--- src/rtl/checked_counter.sv ---
// rtl/checked_counter.sv - up/down counter with a self-monitoring "ena_q -> count < LIMIT" property checker
module checked_counter #(
    parameter int WIDTH     = 4,
    parameter int LIMIT     = 5,
    parameter int SATURATE  = 0,
    parameter int ARM_DELAY = 2,
    parameter int ERR_W     = 8
) (
    input  logic             clk,
    input  logic             rst_n,
    input  logic             ena,
    input  logic             up,
    input  logic             load,
    input  logic [WIDTH-1:0] load_val,
    input  logic             clr_err,
    output logic [WIDTH-1:0] count,
    output logic             wrap,
    output logic             valid,
    output logic             err_sticky,
    output logic [ERR_W-1:0] err_cnt,
    output logic [WIDTH-1:0] first_fail_count
);

    localparam int ARM_W = (ARM_DELAY < 1) ? 1 : $clog2(ARM_DELAY + 1);

    typedef enum logic [1:0] {
        DISARMED = 2'd0,
        ARMED    = 2'd1,
        FAILED   = 2'd2
    } state_t;

    // With no arming delay the monitor is live straight out of reset.
    localparam state_t RESET_STATE = (ARM_DELAY == 0) ? ARMED : DISARMED;

    localparam logic [WIDTH-1:0] CNT_MAX  = '1;
    localparam logic [ERR_W-1:0] ERR_MAX  = '1;
    localparam logic [ERR_W-1:0] ERR_ONE  = ERR_W'(1);
    localparam logic [ARM_W-1:0] ARM_LAST = ARM_W'(ARM_DELAY);
    localparam logic [32:0]      LIMIT_X  = 33'($unsigned(LIMIT));

    state_t           state;
    state_t           state_n;
    logic [ARM_W-1:0] arm_cnt;
    logic [ARM_W-1:0] arm_n;
    logic [ERR_W-1:0] err_n;
    logic [WIDTH-1:0] ffc_n;
    logic             ena_q;
    logic             in_bound;

    // Counter datapath: load beats ena, ena beats hold; wrap flags only a genuine end-of-range rollover.
    always_ff @(posedge clk or negedge rst_n) begin
        if (!rst_n) begin
            count <= '0;
            wrap  <= 1'b0;
        end else if (load) begin
            count <= load_val;
            wrap  <= 1'b0;
        end else if (ena && up) begin
            if (count == CNT_MAX) begin
                count <= (SATURATE != 0) ? CNT_MAX : '0;
                wrap  <= (SATURATE == 0);
            end else begin
                count <= count + 1'b1;
                wrap  <= 1'b0;
            end
        end else if (ena) begin
            if (count == '0) begin
                count <= (SATURATE != 0) ? '0 : CNT_MAX;
                wrap  <= (SATURATE == 0);
            end else begin
                count <= count - 1'b1;
                wrap  <= 1'b0;
            end
        end else begin
            wrap <= 1'b0;
        end
    end

    // Remember whether the previous cycle counted; the property's antecedent.
    always_ff @(posedge clk or negedge rst_n) begin
        if (!rst_n) ena_q <= 1'b0;
        else        ena_q <= ena;
    end

    // Widened compare so a LIMIT beyond the count range is simply always satisfied.
    assign in_bound   = {{(33 - WIDTH){1'b0}}, count} < LIMIT_X;
    assign valid      = (state == DISARMED) || !ena_q || in_bound;
    assign err_sticky = (state == FAILED);

    // Monitor state and its capture registers.
    always_ff @(posedge clk or negedge rst_n) begin
        if (!rst_n) begin
            state            <= RESET_STATE;
            arm_cnt          <= '0;
            err_cnt          <= '0;
            first_fail_count <= '0;
        end else begin
            state            <= state_n;
            arm_cnt          <= arm_n;
            err_cnt          <= err_n;
            first_fail_count <= ffc_n;
        end
    end

    // Monitor next-state: a failure coincident with clr_err restarts the record instead of being dropped.
    always_comb begin
        state_n = state;
        arm_n   = arm_cnt;
        err_n   = err_cnt;
        ffc_n   = first_fail_count;
        case (state)
            DISARMED: begin
                arm_n = arm_cnt + 1'b1;
                if (arm_n == ARM_LAST) state_n = ARMED;
            end
            ARMED: begin
                if (!valid) begin
                    state_n = FAILED;
                    err_n   = ERR_ONE;
                    ffc_n   = count;
                end
            end
            FAILED: begin
                if (!valid) begin
                    if (clr_err) begin
                        err_n = ERR_ONE;
                        ffc_n = count;
                    end else if (err_cnt != ERR_MAX) begin
                        err_n = err_cnt + 1'b1;
                    end
                end else if (clr_err) begin
                    state_n = ARMED;
                    err_n   = '0;
                    ffc_n   = '0;
                end
            end
            default: state_n = RESET_STATE;
        endcase
    end

endmodule

--- config.mk ---
export PLATFORM = sky130hd
export DESIGN_NAME = checked_counter
export DESIGN_NICKNAME = d
export VERILOG_FILES = /design/src/rtl/checked_counter.sv
export SDC_FILE = /design/constraint.sdc
export NUM_CORES = 1
export LEC_CHECK = 0
export ABC_CLOCK_PERIOD_IN_PS = 4050
export CORE_UTILIZATION = 45
export DETAILED_ROUTE_END_ITERATION = 8
export GPL_TIMING_DRIVEN = 0
export PLACE_DENSITY = 0.73
export SLEW_MARGIN = 20
export SYNTH_ARGS = -nofsm -noshare
export SYNTH_HDL_FRONTEND = slang
export SYNTH_SLANG_ARGS = --single-unit
--- constraint.sdc ---
create_clock -name clk -period 4.05 [get_ports clk]
set_input_delay 0.81 -clock clk [delete_from_list [all_inputs] [get_ports clk]]
set_output_delay 0.81 -clock clk [all_outputs]
set_load 0.02 [all_outputs]
==> out/results.ini <==
[timing]
timing.final.crit_share=0.772
rsz0062_at_grt=false
max_slew_margin=0.327
setup_viol=0
clock.fmax_mhz=320
slew_viol_final=0
hold_violations=0
tightestPinTransition_ns=1.01
fin_skew_ns=0.00655
tns_ns=0
worst_hold_slack_ns=0.491
fin_crit_ns=3.13

[clock_tree]
cts_buffers=3
cts_resized=0
clk-insertion-delay-late_ns=0.31
postCtsHoldBufs=0
cts_tree=done
cts_htree_levels=1
cts-root-buf=clkbuf_4
clk_path_buf_depth=2
clkTransAtPathRegs_ns=0.13
clock_sinks=22
post_cts_buffers=0

[critical_path]
arrival_ns=2.32
reg2reg_from=count[1]
worstPathMaxFanout=7
end_kind=primary output
crit_family=buffers and inverters
critPathCapture=valid
slowest_stage=clkdlybuf4s50_1
rrSetupSlack_ns=2.01
cp_num_cells=6
ff2ff_path_depth=7
max_stage_delay_ns=0.67
worstSetupPathType=flip-flop to primary output
cp.buffers_inverters=2
reg2reg_to=err_cnt[0]
crit_chain=inv_1, ha_1, nor2b_4, o21a_4, o21ai_0, clkdlybuf4s50_1
worst_setup_path_start_kind=flip-flop
crit_start=count[1]
crit_required_ns=3.24

[die]
die_h_um=58.6
core_sq_mm=0.00305
io_pins=29
row_count=20
die-width_um=58.6
start_util=0.472
die_area_sq_mm=0.00343

[route]
routedWlPerCell_um=13.1
ant_nets=0
drc_errors=0
routed-via-count=1242
drtPass1Iterations=4
drt_iter0_drc=42
vias_per_cell=5.50
finalWirelength_um=2950

[global_routing]
busiest_layer=met2
grt_first_pass_wirelength_um=4930
grt_max_degree=23
first_global_vias=1116
grt_util_all_layers=0.190
gr-total-overflow=0
use_met3=0.0198
use_met1=0.238
met2_usage=0.335
antenna_found_initial=0

[power_and_ir_drop]
vdd_drop_max_mv=0.193
p_leak_nw=0.726
pwr_density_cell_mw_per_mm2=458

[logic_synthesis]
synth_seq_cells=22
syn-instance-count=153
synth_top_cell_area_share=0.382
synth_edf_count=0
synthTopCellsByArea=dfrtp_1 (38%), nand2_1 (4.2%), a32oi_1 (3.6%)
syn_nets=167
yosys_most_used_dff=dfrtp_1
synth_warnings=0
yosysSeqAreaShare=0.382
avgSynthCellArea_sq_um=9.41
synth_top_cell_by_area=dfrtp_1
synthArstFlopShare=1.00
synth_area_sq_mm=0.00144
synth_cell_type_count=47

[final_layout]
antenna_cells=0
area_delta_synth_final_pct=23.7
mostFrequentLayoutCells=clkdlybuf4s50_1 (25), dfrtp_1 (22), nand2_1 (16)
final_common_cell=clkdlybuf4s50_1
utilization=0.584
seqCellArea_sq_um=551
fill_cells=276
layout.nets=197
multi_input_area_sq_um=793
drive_above_1_share=0.132

[placement]
numPortBuffers=25
place_congestion=0.830
dp_hpwl_um=2200

[hold_path]
worstHoldPathType=flip-flop to flip-flop

[run_status]
status=finished, final reports clean

[flow_run]
maxCapViolCount=0

how the worst min path moves through the flow:
stage,from,end,slack [ns],cells after the start
2_1_floorplan,arm_cnt[0],arm_cnt[0],0.45,1
3_3_place_gp,arm_cnt[0],arm_cnt[0],0.46,1
3_5_place_dp,arm_cnt[0],arm_cnt[0],0.47,1
4_1_cts,arm_cnt[0],arm_cnt[0],0.49,1
5_1_grt,arm_cnt[0],arm_cnt[0],0.53,1
6_report,arm_cnt[0],arm_cnt[0],0.49,1
routing by layer:
metal	routed length (um)	part of all wire
met1	1430	0.48
met3	96	0.032
met2	1390	0.47
met5	0	0
met4	40	0.014
synth_stat cells, types with 4 or more instances:
| library cell | number |
|---|---|
| nor2b_1 | 4 |
| o211ai_1 | 4 |
| ha_1 | 4 |
| a32oi_1 | 6 |
| nor2_1 | 10 |
| o21ai_0 | 10 |
| nand2_1 | 16 |
| a21oi_1 | 8 |
| a31oi_1 | 5 |
| inv_1 | 9 |
| nand3_1 | 4 |
| dfrtp_1 | 22 |
per-stage QoR:
step / worst slack [ns] / std cells / power (mW) / area (sq um)
floorplan: 1.78 / 153 / 0.573 / 1440
global placement: 1.33 / 222 / 0.684 / 1750
detailed placement: 1.29 / 222 / 0.696 / 1750
CTS: 0.929 / 226 / 0.821 / 1780
global route: 0.812 / 226 / 0.875 / 1780
finish: 0.922 / 226 / 0.816 / 1780
area by class of cell:
type                    instances  area share
inverters                       9      0.0190
clock buffers                   4      0.0204
repair buffers                 25       0.140
multi-input cells             112       0.445
flip-flops and latches         22       0.309
well taps                      44      0.0309
plain buffers                  10      0.0351
worst register-to-register path, stage by stage (launching register included):
cell and delay [ns]:
dfrtp_1 0.51, inv_1 0.12, ha_1 0.26, nor2b_4 0.15, o21a_4 0.20, nand2_4 0.11, o22ai_4 0.27, mux2_4 0.33
report_power, final:
group	switching [mW]	leakage [nW]	total (mW)	internal, mW
clock	0.0683	0.0210	0.123	0.0550
sequential	0.0381	0.281	0.303	0.265
combinational	0.215	0.424	0.389	0.174
state kept, by name, summed over array words and instances, names as in the netlist:
register          count
ena_q                 1
err_cnt               8
arm_cnt               2
wrap                  1
first_fail_count      4
count                 4
state                 2
cell families after synthesis:
family,after synthesis,synth area share
buffers and inverters,19,0.0669
adders and majority gates,4,0.0348
xor gates and xnor gates,5,0.0304
muxes,5,0.0391
and+or+nand+nor,52,0.219
AOI/OAI and AO/OA,46,0.228
DFF,22,0.382
Power figures use the tool's default switching activity.
